### src/rtl/host_interface_burst_pkg.sv
// Opcode encodings and control-bit positions shared by the burst host interface
// and its testbench.
package host_interface_pkg;

  localparam logic [3:0] IDLE      = 4'd0;
  localparam logic [3:0] SETEP     = 4'd1;
  localparam logic [3:0] SETREG    = 4'd2;
  localparam logic [3:0] SETRVAL   = 4'd3;
  localparam logic [3:0] RDDATA    = 4'd4;
  localparam logic [3:0] RESETRVAL = 4'd5;
  localparam logic [3:0] SETLEN    = 4'd6;

  localparam int CTL_RDWR = 1;

  typedef enum logic [2:0] {
    OP_IDLE,
    OP_SETEP,
    OP_SETREG,
    OP_SETRVAL,
    OP_RDDATA,
    OP_RESETRVAL,
    OP_SETLEN
  } op_e;

  // Every unassigned code collapses onto IDLE so the decoder never sees an illegal opcode.
  function automatic op_e decode_op(input logic [3:0] code);
    op_e op;
    case (code)
      SETEP:     op = OP_SETEP;
      SETREG:    op = OP_SETREG;
      SETRVAL:   op = OP_SETRVAL;
      RDDATA:    op = OP_RDDATA;
      RESETRVAL: op = OP_RESETRVAL;
      SETLEN:    op = OP_SETLEN;
      default:   op = OP_IDLE;
    endcase
    return op;
  endfunction

endpackage

### src/rtl/host_interface_burst_if.sv
// Host-side GPIF pins plus the device-interface register bus of the burst host interface.
interface host_interface_burst_if #(
  parameter int DATA_WIDTH = 16,
  parameter int ADDR_WIDTH = 16
);

  logic [3:0]            state;
  logic [2:0]            ctl;
  logic [DATA_WIDTH-1:0] data_in;
  logic [DATA_WIDTH-1:0] data_out;
  logic                  data_oe;
  logic                  rdy;

  logic [ADDR_WIDTH-1:0] di_ep_addr;
  logic [ADDR_WIDTH-1:0] di_reg_addr;
  logic [DATA_WIDTH-1:0] di_reg_data_in;
  logic [DATA_WIDTH-1:0] di_reg_data_out;
  logic                  di_write;
  logic                  di_read;
  logic                  di_reset;
  logic                  di_rd_ready;
  logic                  di_wr_ready;

  // The master side is the host controller together with the device fabric.
  modport master (
    output state, ctl, data_in, di_reg_data_out, di_rd_ready, di_wr_ready,
    input  data_out, data_oe, rdy, di_ep_addr, di_reg_addr, di_reg_data_in,
    input  di_write, di_read, di_reset
  );

  modport slave (
    input  state, ctl, data_in, di_reg_data_out, di_rd_ready, di_wr_ready,
    output data_out, data_oe, rdy, di_ep_addr, di_reg_addr, di_reg_data_in,
    output di_write, di_read, di_reset
  );

endinterface

### src/rtl/host_interface_burst_counter.sv
// Burst-length tracker: remaining beats plus an unlimited flag that is set by a zero length.
module hi_burst_counter #(
  parameter int LEN_WIDTH = 16
) (
  input  logic                 if_clock,
  input  logic                 reset,
  input  logic                 load,
  input  logic [LEN_WIDTH-1:0] load_value,
  input  logic                 dec,
  output logic                 done
);

  logic [LEN_WIDTH-1:0] remaining;
  logic                 unlimited;

  // Unlimited bursts never count down; a finished burst stays parked at zero.
  always_ff @(posedge if_clock or posedge reset) begin
    if (reset) begin
      remaining <= '0;
      unlimited <= 1'b1;
    end else if (load) begin
      remaining <= load_value;
      unlimited <= (load_value == '0);
    end else if (dec && !unlimited && (remaining != '0)) begin
      remaining <= remaining - LEN_WIDTH'(1);
    end
  end

  assign done = !unlimited && (remaining == '0);

endmodule

### src/rtl/host_interface_burst.sv
// Decodes registered GPIF opcodes and strobes into device register accesses with
// programmable burst length and auto-incrementing register address.
module host_interface_burst
  import host_interface_pkg::*;
#(
  parameter int DATA_WIDTH = 16,
  parameter int ADDR_WIDTH = 16,
  parameter int LEN_WIDTH  = 16,
  parameter int AUTO_INC   = 1
) (
  input logic                  if_clock,
  input logic                  reset,
  host_interface_burst_if.slave bus
);

  logic [3:0]            state_q;
  logic [3:0]            state_qq;
  logic [2:0]            ctl_q;
  logic [DATA_WIDTH-1:0] data_q;
  logic                  entry_q;
  logic [ADDR_WIDTH-1:0] ep_addr_q;
  logic [ADDR_WIDTH-1:0] reg_addr_q;
  logic [DATA_WIDTH-1:0] wr_data_q;
  logic                  write_q;
  logic                  read_q;
  logic                  reset_q;

  op_e  op;
  logic change;
  logic strobe;
  logic done;
  logic beat;
  logic unused_ctl;

  logic write_next;
  logic read_next;
  logic reset_next;
  logic ep_load;
  logic reg_load;
  logic len_load;
  logic rdy_c;
  logic oe_c;

  assign op         = decode_op(state_q);
  assign change     = (state_q != state_qq);
  assign strobe     = ctl_q[CTL_RDWR];
  assign beat       = write_next || read_next;
  assign unused_ctl = ctl_q[0] ^ ctl_q[2];

  // The cycle in which a new opcode first appears only arms entry; it never acts on strobes.
  always_comb begin
    rdy_c      = 1'b0;
    oe_c       = 1'b0;
    write_next = 1'b0;
    read_next  = 1'b0;
    reset_next = 1'b0;
    ep_load    = 1'b0;
    reg_load   = 1'b0;
    len_load   = 1'b0;
    case (op)
      OP_SETEP: begin
        rdy_c   = 1'b1;
        ep_load = strobe && !change;
      end
      OP_SETREG: begin
        rdy_c    = 1'b1;
        reg_load = strobe && !change;
      end
      OP_SETLEN: begin
        rdy_c    = 1'b1;
        len_load = strobe && !change;
      end
      OP_SETRVAL: begin
        rdy_c      = bus.di_wr_ready && !done;
        write_next = strobe && !change && bus.di_wr_ready && !done;
      end
      OP_RDDATA: begin
        rdy_c     = bus.di_rd_ready && !done;
        oe_c      = !change;
        read_next = strobe && !change && bus.di_rd_ready && !done;
      end
      OP_RESETRVAL: begin
        rdy_c      = 1'b1;
        reset_next = entry_q && !change;
      end
      default: begin
        rdy_c = 1'b0;
      end
    endcase
  end

  // Address advances the cycle after a pulse so the device sees a stable address with it.
  always_ff @(posedge if_clock or posedge reset) begin
    if (reset) begin
      state_q    <= '0;
      state_qq   <= '0;
      ctl_q      <= '0;
      data_q     <= '0;
      entry_q    <= 1'b0;
      ep_addr_q  <= '0;
      reg_addr_q <= '0;
      wr_data_q  <= '0;
      write_q    <= 1'b0;
      read_q     <= 1'b0;
      reset_q    <= 1'b0;
    end else begin
      state_q  <= bus.state;
      state_qq <= state_q;
      ctl_q    <= bus.ctl;
      data_q   <= bus.data_in;
      entry_q  <= change;
      write_q  <= write_next;
      read_q   <= read_next;
      reset_q  <= reset_next;
      if (write_next) begin
        wr_data_q <= data_q;
      end
      if (ep_load) begin
        ep_addr_q <= data_q[ADDR_WIDTH-1:0];
      end
      if (reg_load) begin
        reg_addr_q <= data_q[ADDR_WIDTH-1:0];
      end else if ((AUTO_INC != 0) && (write_q || read_q)) begin
        reg_addr_q <= reg_addr_q + ADDR_WIDTH'(1);
      end
    end
  end

  hi_burst_counter #(
    .LEN_WIDTH (LEN_WIDTH)
  ) u_counter (
    .if_clock   (if_clock),
    .reset      (reset),
    .load       (len_load),
    .load_value (data_q[LEN_WIDTH-1:0]),
    .dec        (beat),
    .done       (done)
  );

  assign bus.data_out       = bus.di_reg_data_out;
  assign bus.data_oe        = oe_c;
  assign bus.rdy            = rdy_c;
  assign bus.di_ep_addr     = ep_addr_q;
  assign bus.di_reg_addr    = reg_addr_q;
  assign bus.di_reg_data_in = wr_data_q;
  assign bus.di_write       = write_q;
  assign bus.di_read        = read_q;
  assign bus.di_reset       = reset_q;

endmodule

### src/flat_wrapper.sv
// flat-port wrapper written by rule: the top's interface ports become plain ports
module host_interface_burst_flat import host_interface_pkg::*;
#(
  parameter int DATA_WIDTH = 16,
  parameter int ADDR_WIDTH = 16,
  parameter int LEN_WIDTH  = 16,
  parameter int AUTO_INC   = 1
)
  (if_clock, reset, bus_state, bus_ctl, bus_data_in, bus_di_reg_data_out, bus_di_rd_ready, bus_di_wr_ready, bus_data_out, bus_data_oe, bus_rdy, bus_di_ep_addr, bus_di_reg_addr, bus_di_reg_data_in, bus_di_write, bus_di_read, bus_di_reset);
  host_interface_burst_if #(.DATA_WIDTH(DATA_WIDTH), .ADDR_WIDTH(ADDR_WIDTH)) bus_i ();
  input logic if_clock;
  input logic reset;
  input wire logic [$bits(bus_i.state)-1:0] bus_state;
  input wire logic [$bits(bus_i.ctl)-1:0] bus_ctl;
  input wire logic [$bits(bus_i.data_in)-1:0] bus_data_in;
  input wire logic [$bits(bus_i.di_reg_data_out)-1:0] bus_di_reg_data_out;
  input wire logic [$bits(bus_i.di_rd_ready)-1:0] bus_di_rd_ready;
  input wire logic [$bits(bus_i.di_wr_ready)-1:0] bus_di_wr_ready;
  output wire logic [$bits(bus_i.data_out)-1:0] bus_data_out;
  output wire logic [$bits(bus_i.data_oe)-1:0] bus_data_oe;
  output wire logic [$bits(bus_i.rdy)-1:0] bus_rdy;
  output wire logic [$bits(bus_i.di_ep_addr)-1:0] bus_di_ep_addr;
  output wire logic [$bits(bus_i.di_reg_addr)-1:0] bus_di_reg_addr;
  output wire logic [$bits(bus_i.di_reg_data_in)-1:0] bus_di_reg_data_in;
  output wire logic [$bits(bus_i.di_write)-1:0] bus_di_write;
  output wire logic [$bits(bus_i.di_read)-1:0] bus_di_read;
  output wire logic [$bits(bus_i.di_reset)-1:0] bus_di_reset;
  assign bus_i.state = bus_state;
  assign bus_i.ctl = bus_ctl;
  assign bus_i.data_in = bus_data_in;
  assign bus_i.di_reg_data_out = bus_di_reg_data_out;
  assign bus_i.di_rd_ready = bus_di_rd_ready;
  assign bus_i.di_wr_ready = bus_di_wr_ready;
  assign bus_data_out = bus_i.data_out;
  assign bus_data_oe = bus_i.data_oe;
  assign bus_rdy = bus_i.rdy;
  assign bus_di_ep_addr = bus_i.di_ep_addr;
  assign bus_di_reg_addr = bus_i.di_reg_addr;
  assign bus_di_reg_data_in = bus_i.di_reg_data_in;
  assign bus_di_write = bus_i.di_write;
  assign bus_di_read = bus_i.di_read;
  assign bus_di_reset = bus_i.di_reset;
  host_interface_burst #(.DATA_WIDTH(DATA_WIDTH), .ADDR_WIDTH(ADDR_WIDTH), .LEN_WIDTH(LEN_WIDTH), .AUTO_INC(AUTO_INC)) u_core (.if_clock(if_clock), .reset(reset), .bus(bus_i));
endmodule
### config.mk
export PLATFORM = sky130hd
export DESIGN_NAME = host_interface_burst_flat
export DESIGN_NICKNAME = d
export VERILOG_FILES = /design/src/rtl/host_interface_burst_pkg.sv /design/src/rtl/host_interface_burst_if.sv /design/src/rtl/host_interface_burst_counter.sv /design/src/rtl/host_interface_burst.sv /design/src/flat_wrapper.sv
export SDC_FILE = /design/constraint.sdc
export NUM_CORES = 1
export LEC_CHECK = 0
export ABC_AREA = 1
export CORE_UTILIZATION = 50
export DETAILED_ROUTE_END_ITERATION = 12
export GPL_ROUTABILITY_DRIVEN = 0
export MAX_ROUTING_LAYER = met4
export PLACE_DENSITY = 0.82
export SYNTH_ARGS = -nofsm -noshare
export SYNTH_HDL_FRONTEND = slang
export SYNTH_SLANG_ARGS = --single-unit
### constraint.sdc
create_clock -name if_clock -period 4.1 [get_ports if_clock]
set_input_delay 0.82 -clock if_clock [delete_from_list [all_inputs] [get_ports if_clock]]
set_output_delay 0.82 -clock if_clock [all_outputs]
set_load 0.02 [all_outputs]
==> results.cfg <==
[setup_path]
worstSetupStartpointType = register
startpoint = u_core.state_q[2]
crit_chain = nand2_1 > nand3_1 > ha_1 > nand2_2 > nand2_1 > o21ai_0 > nand3b_1 > nand2_1 > clkdlybuf4s50_1
r2r_start = u_core.state_q[2]
worstSetupEndpointType = output pin
cp_data_required_time_ns = 3.28
reg2reg_depth = 9
r2r_setup_slack_ns = 1.71
slowest_stage = clkdlybuf4s50_1
r2r_end = u_core.bus.di_reg_data_in[14]
crit_path_max_fanout = 6
criticalPathCategory = register to output pin
arrival_ns = 2.30
cpPeakStageDelay_ns = 0.60
crit_top_cell = nand2_1

[global_route]
grt_pass1_wl_um = 18200
overflow = 0
grt_pass1_vias = 3656
grt_usage_pct = 24.8
antenna_found_initial = 0
grt_max_degree = 55

[sta]
rsz0062_at_grt = false
timing.fmax_mhz = 321
finalClockSkew_ns = 0.00838
setup_viol = 0
whs_ns = 0.405
tightest_slew_ns = 1.04
final_max_slew_viol_count = 0
hold_viol = 0
fin_tns_setup_ns = 0
fin_crit_sh_pct = 76.1
relSlewSlack_pct = 30.7
layout_min_cycle_time_ns = 3.12

[routing]
ant_nets = 0
via_per_inst = 5.35
drt_first_pass_iters = 9
vias = 3876
drt_iter0_drc = 311
wl_um = 10900
drc = 12
wl_per_cell_um = 15.1

[cells_and_area]
layout-drive-gt1-share_pct = 5.84
syn2layout_area_growth_pct = 20.9
nNetsFinal = 661
antenna_cells = 0
postLayoutCellArea_sq_um = 5610

[worst_hold_path]
hp-class = register to register
hold_depth = 0
min_to = u_core.state_qq[3]
hp-start = u_core.state_q[3]

[pwr]
power.density_nw_per_um2 = 522
p_leak_nw = 2.74
max-vdd-ir-drop_mv = 0.255

[clocking]
post_cts_buffers = 0
ctsResizeCount = 0
cts_hold_buf = 0
root_buffer = clkbuf_8
clk_pin_slew_ns = 0.09
cts_tree = built
cts_buffers = 9
clock_sinks = 94
htree_levels = 3
clock_path_buffers = 2
clk_latency_ns = 0.37

[run_status]
status = finished, violations left
violations = DRC

[die]
die_h_um = 98.3
dieArea_sq_um = 9670
die_w_um = 98.3
start_util_pct = 52.4
core_sq_um = 8850
ios = 112
rows = 34

[flow_run]
maxCapViolations = 0

[logic_synthesis]
yosysSeqAreaShare_pct = 50.7
ys_seq_elements = 94
synth_area_sq_um = 4640
synth_cell_type_count = 36
yosysWarnings = 0
synthCells = 553
synth_area_per_cell_sq_um = 8.39
synth.net_count = 603

[placement]
hpwl_um = 7770
portBuffers = 77
postPlaceCellArea_sq_um = 5360
## synthesized netlist by cell type, drive strengths merged
cell | number | area, sq um
a21oi | 3 | 15.0
a31oi | 1 | 6.26
a41oi | 1 | 8.76
and2 | 1 | 6.26
buf | 29 | 200
clkbuf | 3 | 11.3
clkinv | 2 | 12.5
dfrtp | 93 | 2330
dfstp | 1 | 26.3
ha | 7 | 87.6
inv | 47 | 176
nand2 | 158 | 621
nand3 | 52 | 288
nand3b | 3 | 22.5
nand4 | 1 | 6.26
nor2 | 55 | 226
nor3 | 5 | 25.0
nor3b | 1 | 7.51
nor4 | 5 | 31.3
o211ai | 6 | 58.8
o21ai | 57 | 285
o22ai | 1 | 6.26
xnor2 | 13 | 114
xor2 | 8 | 70.1
## worst max path at each step
stage	endpoint	slack, ns	cells past startpoint
finish	bus_rdy	0.98	9
global route	bus_rdy	0.83	9
CTS	bus_rdy	0.97	9
detailed placement	bus_rdy	1.06	6
global placement	bus_rdy	1.06	6
floorplan	u_core.bus.di_ep_addr[0]	0.83	1
## layout by cell type, fill, tap and decap left out, types with 2 or more instances in the layout
cell type / synthesis / final
nor2_4: 2 / 2
bufinv_16: 0 / 3
nand3b_1: 3 / 3
nor3_1: 5 / 5
nand3_2: 3 / 3
a21oi_1: 3 / 3
o21ai_1: 38 / 38
clkdlybuf4s50_1: 0 / 77
xor2_1: 8 / 8
nand2_2: 2 / 2
nor2_1: 51 / 51
nand2_4: 3 / 3
clkbuf_8: 0 / 10
o21ai_0: 19 / 19
ha_1: 7 / 7
o211ai_1: 5 / 5
nor2_2: 2 / 2
inv_2: 2 / 2
inv_1: 45 / 44
xnor2_1: 13 / 13
clkinv_4: 1 / 2
nand3_1: 48 / 48
dfrtp_1: 93 / 93
nand2_1: 153 / 153
nor4_1: 5 / 5
## power breakdown
part	internal, mW	switching, mW
logic	0.442	0.553
registers	1.04	0.137
clock network	0.423	0.332
total	1.91	1.02
## metal layers
metal  track usage [%]  vias to the layer above  part of all wire [%]
met5                 -                        -                     0
met4              7.23                        0                   1.8
met3              5.80                       19                   6.4
met2              39.0                      160                    48
met1              32.2                     1823                    44
li1                  -                     1874                     -
## final cells by class
type	count	area [sq um]
well taps	108	135
repair buffers	79	798
flip-flops and latches	94	2350
clock buffers	11	141
inverters	49	190
clock inverters	5	106
fillers	738	3240
multi-input cells	378	1890
## cell families after synthesis
logic type | share of synthesized area [%]
AOI/OAI and AO/OA | 8.20
xor gates and xnor gates | 3.96
adders and majority gates | 1.89
buffers and inverters | 8.63
DFF | 50.7
and+or+nand+nor | 26.6
## stage by stage
step / util (%) / std cells / setup slack (ns) / total power [mW]
2_1_floorplan: - / 553 / 0.833 / 1.90
3_3_place_gp: 60.6 / 708 / 1.06 / 2.13
3_5_place_dp: 60.6 / 708 / 1.06 / 2.17
4_1_cts: 63.4 / 724 / 0.969 / 2.93
5_1_grt: 63.4 / 724 / 0.829 / 3.12
6_report: 63.4 / 724 / 0.981 / 2.93
## state kept, by name (all words and copies together), names as in the netlist
| register | count |
|---|---|
| u_core.state_qq | 4 |
| u_core.bus.di_reset | 1 |
| u_core.bus.di_ep_addr | 16 |
| u_core.bus.di_reg_addr | 16 |
| u_core.u_counter.unlimited | 1 |
| u_core.bus.di_write | 1 |
| u_core.ctl_q | 1 |
| u_core.u_counter.remaining | 16 |
| u_core.entry_q | 1 |
| u_core.bus.di_read | 1 |
| u_core.state_q | 4 |
| u_core.bus.di_reg_data_in | 16 |
| u_core.data_q | 16 |
## critical path: cells and delay by family (launching register included)
kind                     cells  cell delay [ns]
adder cells (fa/ha/maj)      1             0.24
flip-flops                   1             0.47
AO/OA/AOI/OAI                1             0.07
buffers and inverters        1             0.60
AND/OR/NAND/NOR              6             0.55
(Power assumes the default switching activity.)
